File: config.mk
export PLATFORM = sky130hd
export DESIGN_NAME = regfile_write_arbiter
export DESIGN_NICKNAME = d
export VERILOG_FILES = /design/src/rtl/regfile_pkg.sv /design/src/rtl/regfile_write_arbiter_rr.sv /design/src/rtl/regfile_write_arbiter.sv
export SDC_FILE = /design/constraint.sdc
export NUM_CORES = 1
export LEC_CHECK = 0
export CORE_UTILIZATION = 40
export DETAILED_ROUTE_END_ITERATION = 6
export PLACE_DENSITY = 0.8
export RECOVER_POWER = 50
export SYNTH_ARGS = -nofsm -noshare
export SYNTH_HDL_FRONTEND = slang
export SYNTH_HIERARCHICAL = 1
export SYNTH_SLANG_ARGS = --single-unit
File: constraint.sdc
create_clock -name clock -period 2.4 [get_ports clock]
set_input_delay 0.36 -clock clock [delete_from_list [all_inputs] [get_ports clock]]
set_output_delay 0.36 -clock clock [all_outputs]
set_load 0.05 [all_outputs]
File: src/rtl/regfile_pkg.sv
// regfile_pkg
// Shared constants for the register-file writeback path.
//   REG_ADDR_WIDTH / REG_DATA_WIDTH : default register-file geometry
//   ZERO_REG                        : hard-wired zero register (x0)
//   REQ_ALU / REQ_MULDIV            : requester slot indices on the write arbiter
package regfile_pkg;

    localparam int REG_ADDR_WIDTH = 5;
    localparam int REG_DATA_WIDTH = 32;

    localparam logic [4:0] ZERO_REG = 5'd0;

    localparam int REQ_ALU    = 0;
    localparam int REQ_MULDIV = 1;

endpackage

File: src/rtl/regfile_write_arbiter_rr.sv
// round_robin_arbiter
// Round-robin grant generator. It owns the last_grant pointer. The search starts
// one slot past the most recent winner.
// Ports:
//   clock    in   rising-edge clock
//   reset_n  in   synchronous active-low reset; also forces grant to zero while low
//   request  in   N  per-requester request lines
//   enable   in   when 0, nothing is granted and the pointer holds
//   grant    out  N  one-hot or zero, combinational
module round_robin_arbiter #(
    parameter int N = 2
) (
    input  logic         clock,
    input  logic         reset_n,
    input  logic [N-1:0] request,
    input  logic         enable,
    output logic [N-1:0] grant
);

    localparam int IDX_W = (N > 1) ? $clog2(N) : 1;

    logic [IDX_W-1:0] last_grant_q;
    logic [IDX_W-1:0] last_grant_d;
    logic [N-1:0]     grant_d;
    logic             found;

    // Walk the slots in priority order: offset 1 from the last winner first, and
    // offset N (the last winner itself) last. The first requesting slot wins.
    always_comb begin
        grant_d      = '0;
        last_grant_d = last_grant_q;
        found        = 1'b0;
        if (reset_n && enable) begin
            for (int off = 1; off <= N; off++) begin
                for (int i = 0; i < N; i++) begin
                    if (!found && request[i] && (i == (int'(last_grant_q) + off) % N)) begin
                        grant_d[i]   = 1'b1;
                        last_grant_d = IDX_W'(i);
                        found        = 1'b1;
                    end
                end
            end
        end
    end

    assign grant = grant_d;

    // Resetting the pointer to the last slot gives requester 0 first priority.
    always_ff @(posedge clock) begin
        if (!reset_n) begin
            last_grant_q <= IDX_W'(N - 1);
        end else begin
            last_grant_q <= last_grant_d;
        end
    end

endmodule

File: src/rtl/regfile_write_arbiter.sv
// regfile_write_arbiter
// Shares the single register-file write port among NUM_REQ writeback sources.
// Each source uses a valid/ready handshake, and a round-robin arbiter chooses the winner.
// The winner's write is registered one cycle before it reaches RegisterFile.
// Writes to x0 are accepted but dropped. A busy scoreboard tracks destinations that
// the issue stage has claimed and that are not yet written back.
// Ports:
//   clock, reset_n       clock and synchronous active-low reset
//   stall                blocks all grants this cycle
//   req_valid            NUM_REQ             per-requester write valid
//   req_address          NUM_REQ*ADDR_WIDTH  packed destinations, slice i = requester i
//   req_data             NUM_REQ*DATA_WIDTH  packed write data
//   req_ready            NUM_REQ             one-hot acceptance, combinational
//   reserve_valid/_address                   issue-stage destination claim
//   write_enable/_address/_data              registered RegisterFile write port
//   busy_mask            2**ADDR_WIDTH       outstanding-write flags, bit 0 always 0
module regfile_write_arbiter
    import regfile_pkg::*;
#(
    parameter int NUM_REQ    = 2,
    parameter int ADDR_WIDTH = REG_ADDR_WIDTH,
    parameter int DATA_WIDTH = REG_DATA_WIDTH
) (
    input  logic                          clock,
    input  logic                          reset_n,
    input  logic                          stall,
    input  logic [NUM_REQ-1:0]            req_valid,
    input  logic [NUM_REQ*ADDR_WIDTH-1:0] req_address,
    input  logic [NUM_REQ*DATA_WIDTH-1:0] req_data,
    output logic [NUM_REQ-1:0]            req_ready,
    input  logic                          reserve_valid,
    input  logic [ADDR_WIDTH-1:0]         reserve_address,
    output logic                          write_enable,
    output logic [ADDR_WIDTH-1:0]         write_address,
    output logic [DATA_WIDTH-1:0]         write_data,
    output logic [2**ADDR_WIDTH-1:0]      busy_mask
);

    localparam logic [ADDR_WIDTH-1:0] ZERO_ADDR = ADDR_WIDTH'(ZERO_REG);

    logic [NUM_REQ-1:0]       grant;
    logic [ADDR_WIDTH-1:0]    sel_address;
    logic [DATA_WIDTH-1:0]    sel_data;
    logic                     any_grant;

    logic                     write_enable_q,  write_enable_d;
    logic [ADDR_WIDTH-1:0]    write_address_q, write_address_d;
    logic [DATA_WIDTH-1:0]    write_data_q,    write_data_d;
    logic [2**ADDR_WIDTH-1:0] busy_q,          busy_d;

    round_robin_arbiter #(
        .N(NUM_REQ)
    ) u_arbiter (
        .clock   (clock),
        .reset_n (reset_n),
        .request (req_valid),
        .enable  (!stall),
        .grant   (grant)
    );

    assign req_ready = grant;
    assign any_grant = |grant;

    // Select the granted requester's slice with a one-hot mux.
    always_comb begin
        sel_address = '0;
        sel_data    = '0;
        for (int i = 0; i < NUM_REQ; i++) begin
            if (grant[i]) begin
                sel_address = req_address[i*ADDR_WIDTH +: ADDR_WIDTH];
                sel_data    = req_data[i*DATA_WIDTH +: DATA_WIDTH];
            end
        end
    end

    // A grant to x0 still consumes the handshake. It raises no write, and the address
    // and data registers keep their previous contents.
    always_comb begin
        write_enable_d  = any_grant && (sel_address != ZERO_ADDR);
        write_address_d = write_address_q;
        write_data_d    = write_data_q;
        if (write_enable_d) begin
            write_address_d = sel_address;
            write_data_d    = sel_data;
        end
    end

    // The clear from the registered write is applied before the set from a reserve.
    // If both target the same register on one edge, the new claim survives.
    always_comb begin
        busy_d = busy_q;
        if (write_enable_q) begin
            busy_d[write_address_q] = 1'b0;
        end
        if (reserve_valid && (reserve_address != ZERO_ADDR)) begin
            busy_d[reserve_address] = 1'b1;
        end
        busy_d[0] = 1'b0;
    end

    always_ff @(posedge clock) begin
        if (!reset_n) begin
            write_enable_q  <= 1'b0;
            write_address_q <= '0;
            write_data_q    <= '0;
            busy_q          <= '0;
        end else begin
            write_enable_q  <= write_enable_d;
            write_address_q <= write_address_d;
            write_data_q    <= write_data_d;
            busy_q          <= busy_d;
        end
    end

    assign write_enable  = write_enable_q;
    assign write_address = write_address_q;
    assign write_data    = write_data_q;
    assign busy_mask     = busy_q;

endmodule

# After elaboration in Yosys (flattened, before gate mapping)
# Index checks and enable logic that the tools add are counted.
[op_classes] addsub=2 n_mul=0 div_mod_pow=0 n_lt_le_gt_ge=4 n_eq_ne=2 shift=0 mux=24 n_bitwise=5 reduce_logical=23
[ops] op="$mux 32" count=4
[ops] op="$logic_not 32->1" count=2
[ops] op="$and 32x32->32" count=1
[ops] op="$not 32->32" count=1
[ops] op="$or 32x32->32" count=1
[ops] op="$mux 1" count=15
[ops] op="$logic_and 1x1->1" count=12
[ops] op="$lt 5x6->1 const B" count=2
[ops] op="$demux 1 s5" count=2
[ops] op="$ge 5x1->1 const B" count=2
[ops] op="$mux 5" count=2
[ops] op="$reduce_bool 5->1" count=2
[ops] op="$eq 2x2->1 const A" count=2
[ops] op="$logic_not 1->1" count=4
[ops] op="$reduce_bool 4->1" count=1
[ops] op="$add 1x1->1 const B" count=2
[ops] op="$and 1x1->1 const A" count=2
[ops] op="$mux 2" count=1
[ops] op="$reduce_and 2->1" count=1
[ops] op="$reduce_or 2->1" count=1
[word_totals] register_bits=71 latch_bits=0 mem_bits_rw=0 mem_bits_ro=0 in_bits=85 out_inout_bits=72 elab_cells=66 n_memories=0

# Depth between registers and ports, before layout
[depth] word_depth=25 ltp_mapped=11 ltp_nobuf=7

# Modules after synthesis
# The synthesis kept the hierarchy.
[modules_own_cells] mod="regfile_write_arbiter" n_inst=1 cells_each=348 area_per_inst_um2=3035.4 seq_area_each_um2=1381.3
[modules_own_cells] mod="round_robin_arbiter" n_inst=1 cells_each=9 area_per_inst_um2=63.8 seq_area_each_um2=20.0

# Least setup slack after synthesis
# OpenSTA, ideal clock, no wires.
[synth_timing] path_kind="input to register" startpoint="in stall" endpoint="reg write_address_q[3], in the netlist write_address[3]" setup_time_ps=76 arrival_time_ps=2632 required_time_ps=2324 slack_ps=-307 path_stages=9 path_buffers=2 path_cell_list="inv_1 -> nand3_1 -> a21oi_1 -> nor2b_1 -> buf_2 -> o41a_1 -> buf_2 -> or3b_2 -> a21boi_0"
[synth_between] word_cells_on_any_way=8 classes_between="3 x mux; 5 x reduce/logical"
[synth_rtl] element="from (decl)" line_no="regfile_write_arbiter.sv:26" text="input logic stall,"
[synth_rtl] element="$logic_not 1->1 (*)" line_no="regfile_write_arbiter.sv:57" text=".enable (!stall),"
[synth_rtl] element="$logic_and 1x1->1 (*)" line_no="regfile_write_arbiter_rr.sv:33" text="if (reset_n && enable) begin"
[synth_rtl] element="$mux 2 (*)" line_no="regfile_write_arbiter_rr.sv:33"
[synth_rtl] element="via req_ready[1]" line_no="regfile_write_arbiter.sv:30" text="output logic [NUM_REQ-1:0] req_ready,"
[synth_rtl] element="$mux 5" line_no="regfile_write_arbiter.sv:69" text="if (grant[i]) begin"
[synth_rtl] element="$reduce_bool 5->1" line_no="regfile_write_arbiter.sv:79" text="write_enable_d = any_grant && (sel_address != ZERO_ADDR);"
[synth_rtl] element="$logic_and 1x1->1" line_no="regfile_write_arbiter.sv:79"
[synth_rtl] element="to (signal assigned)" line_no="regfile_write_arbiter.sv:109" text="write_address_q <= write_address_d;"
[synth_rtl] element="to (decl)" line_no="regfile_write_arbiter.sv:47" text="logic [ADDR_WIDTH-1:0] write_address_q, write_address_d;"
# The timed path passes the listed nets; every way through them passes the cells marked *.
# A chain may end at the register's enable or synchronous reset.

# Worst setup path in the final report
[layout_timing] startpoint="reg write_address_q[4], in the netlist write_address[4]" endpoint="out write_address[4]"
[layout_rtl] element="to (decl)" line_no="regfile_write_arbiter.sv:34" text="output logic [ADDR_WIDTH-1:0] write_address,"
# No word-level cell between the ends.

==> metrics.md <==
| Metric | Value |
|---|---|
| Number of nets in the synthesized netlist | `between 400 and 500` |
| Maximum fanout along the worst path | `10` |
| Final antenna diode count | `0` |
| Clk sinks | `70` |
| Fin. Hold Viols | `0` |
| Number of hold buffers added after cts | `0` |
| Clk Tree Root Cell | `sky130_fd_sc_hd__clkbuf_8` |
| Setup Viol. Count Final | `0` |
| Number of port buffers | `155` |
| Final Instance Count excl. Fillers | `between 600 and 700` |
| Buf+Inv Stages, Crit Path | `1` |
| Post-route worst hold slack | `0.4809 ns` |
| Final critical delay including setup and external delays | `2.142 ns` |
| TritonCTS Buffers | `9` |
| Status | `finished, final reports clean` |
| TritonCTS clock tree | `built` |
| Setup Crit Path Kind | `reg2out` |
| Hold Crit Depth | `2` |
| DRC errors left | `0` |
| I/O pin cnt | `157` |
| Clock insertion delay at the later pin of the skew report | `0.34 ns` |
| Synth top area share | `0.4522` |
| Post-route standard cell area excluding fillers | `5010 µm²` |
| Final critical-path setup slack | `0.2575 ns` |
| Most common cell in the netlist | `sky130_fd_sc_hd__dfxtp_1` |
| Worst-margin pin slew | `~0.67 ns` |
| Final clock skew | `0.01010 ns` |
| Antenna violations before repair | `0` |
| Wire length of the first global-routing pass | `16650 µm` |
| Full die area | `8105 µm²` |
| Core Util, Final | `0.6798` |
| Synth warn | `6` |
| PostCTS Resize Cnt | `0` |
| Vias post-DR | `around 3300` |
| Syn-to-layout area delta | `61.65%` |
| Number of placed cells counting well taps | `590` |
| Vertical die dimension | `90.03 µm` |
| Number of instances in the synthesized netlist | `around 360` |
| Pin count of the biggest net entering global routing | `73` |
| Final Max Slew Viols | `0` |
| Sequential-to-total area share from yosys stat | `0.4522` |
| # H-tree levels | `3` |
| R2r worst-path depth | `7` |
| Antenna Nets Post-Route | `0` |
| Count of different cell masters after synthesis | `30` |
| Tcrit/Tclk final | `0.8927` |
| Worst path top cell family by delay | `buffers and inverters` |
| Achievable Freq | `0.4668 GHz` |
| Cell area after synthesis | `3099 µm²` |
| Required time of the critical path | `2.04 ns` |
| Startpoint types | `flop` |
| Leakage Power | `1.901 nW` |
| Worst rel slew slack | `0.5498` |
| Avg Cell Area, Syn | `8.681 µm²` |
| Placer Congestion | `0.7956` |
| Critical hold path startpoint | `busy_mask[9]$_SDFF_PN0_` |
| Die X-Extent | `90.03 µm` |
| GR Util All Layers | `0.2530` |
| Post-CTS Setup Inserts | `0` |
| Fin nets | `587` |
| Classification of the worst-slack hold path | `reg2reg` |
| Largest cells by area after synthesis | `sky130_fd_sc_hd__dfxtp_1, sky130_fd_sc_hd__a22oi_1, sky130_fd_sc_hd__o31ai_1` |
| Primary FF master, synth | `sky130_fd_sc_hd__dfxtp_1` |
| Count of state elements after synthesis | `70` |
| Worst flop-to-flop path startpoint | `u_arbiter/last_grant_q$_SDFFE_PN1P_` |
| Largest area contributor in the netlist | `sky130_fd_sc_hd__dfxtp_1` |
| Share of post-route cells with drive strength above 1 | `0.07298` |
| Setup TNS | `0 ns` |
| Maximum vdd drop | `~0.45 mV` |
| DR pass1 iterations | `4` |
| CP endpoint kind | `output pin` |
| Power density of the placed cells | `650.5 nW/µm²` |
| Vias per std cell | `about 5.4` |
| Arr. time, crit path | `1.78 ns` |
| Final Routed Wirelength | `roughly 10000 µm` |
| Synth cell count leaders | `sky130_fd_sc_hd__dfxtp_1, sky130_fd_sc_hd__nand2_1, sky130_fd_sc_hd__a21oi_1` |
| Number of global-route vias before repair | `roughly 3400` |
| Count of flip-flops with a built-in enable after synthesis | `0` |
| Post-placement setup slack | `0.02119 ns` |
| Clock transition time at the flip-flop clock pins of the worst setup and hold paths | `0.08 ns` |
| Number of core rows | `31` |
| Total placed instance area | `roughly 4800 µm²` |
| RSZ-0062 raised after global routing | `no` |
| Starting DRC count in detailed routing | `139` |
| Starting density of the core | `0.4205` |
| Max-cap viol count | `0` |
| CP max stage delay | `~0.9 ns` |
| Maximum clock insertion buffer count | `2` |
| Final Total Pwr | `3.259 mW` |
| Endpoint of the worst register-to-register path | `write_data[19]$_SDFFE_PN0P_` |
| Series of cell instances along the critical path | `clkdlybuf4s50_1` |
| Floorplan core area | `~7400 µm²` |
| Worst min-delay path endpoint | `busy_mask[9]$_SDFF_PN0_` |
| FF-to-FF setup slack | `0.46 ns` |
| Wirelength per Cell | `16.70 µm` |
| HPWL after DPL | `7168 µm` |
| Slowest-stage cell, CP | `sky130_fd_sc_hd__clkdlybuf4s50_1` |
| Async set or reset register ratio after synthesis | `0` |
| Grt ovf | `0` |
-- cell usage in the layout, fill, tap and decap left out, types with 2 or more instances in the layout --
cell type and instances:
sky130_fd_sc_hd__clkbuf_8 9, sky130_fd_sc_hd__nor3b_1 4, sky130_fd_sc_hd__o31ai_1 34, sky130_fd_sc_hd__nand3_1 4, sky130_fd_sc_hd__nand2_1 41, sky130_fd_sc_hd__nand3b_1 5, sky130_fd_sc_hd__a21boi_0 32, sky130_fd_sc_hd__o41a_1 2
sky130_fd_sc_hd__and3b_1 2, sky130_fd_sc_hd__o21ai_0 33, sky130_fd_sc_hd__a21oi_1 37, sky130_fd_sc_hd__dfxtp_1 70, sky130_fd_sc_hd__buf_12 3, sky130_fd_sc_hd__bufinv_16 4, sky130_fd_sc_hd__or3b_2 3, sky130_fd_sc_hd__buf_4 12
sky130_fd_sc_hd__a22o_1 2, sky130_fd_sc_hd__nor2_1 6, sky130_fd_sc_hd__dlygate4sd3_1 39, sky130_fd_sc_hd__inv_1 2, sky130_fd_sc_hd__and3_1 3, sky130_fd_sc_hd__a22oi_1 34, sky130_fd_sc_hd__clkdlybuf4s50_1 113
-- how the worst max path moves through the flow --
stage	startpoint	endpoint	slack, ns	depth (start not counted)
2_1_floorplan	stall	write_address[3]$_SDFFE_PN0P_	0.09	9
3_3_place_gp	req_valid[0]	write_data[2]$_SDFFE_PN0P_	0.08	8
3_5_place_dp	req_valid[0]	write_data[12]$_SDFFE_PN0P_	0.02	8
4_1_cts	write_address[4]$_SDFFE_PN0P_	write_address[4]	0.24	1
5_1_grt	stall	write_data[21]$_SDFFE_PN0P_	0.13	9
6_report	write_address[4]$_SDFFE_PN0P_	write_address[4]	0.26	1
-- cell families after synthesis --
group / count (synthesis) / share of synthesized area
compound gates: 177 / 0.3759
buf+inv: 36 / 0.05571
flops: 70 / 0.4522
other cells: 1 / 0.001210
simple gates: 73 / 0.1151
-- metal layers --
metal	routed length [µm]	share of wire	GRT usage
met1	4115	0.41	0.2915
met2	5015	0.50	0.4434
met3	891	0.088	0.07191
met4	100	0.0099	0.09274
met5	0	0	0
-- flip-flops by register name (all words and copies together) (netlist names) --
name	flops
write_enable	1
busy_mask	31
u_arbiter/last_grant_q	1
write_address	5
write_data	32
-- power breakdown --
| group | switching (mW) | internal (mW) | leakage (nW) | total [mW] |
|---|---|---|---|---|
| sequential | 0.0455 | 1.23 | 0.571 | 1.27 |
| clock | 0.444 | 0.796 | 0.130 | 1.24 |
| combinational | 0.437 | 0.309 | 1.20 | 0.746 |
-- final cells by class --
| type | count | area, µm² |
|---|---|---|
| Multi-Input combinational cell | 251 | 1539 |
| Fill cell | 619 | 2360 |
| Tap cell | 99 | 123.9 |
| Timing Repair Buffer | 168 | 1677 |
| Clock buffer | 10 | 127.6 |
| Sequential cell | 70 | 1401 |
| Clock inverter | 6 | 133.9 |
| Inverter | 2 | 7.507 |
Note: power is estimated with default switching activity, not from simulation.
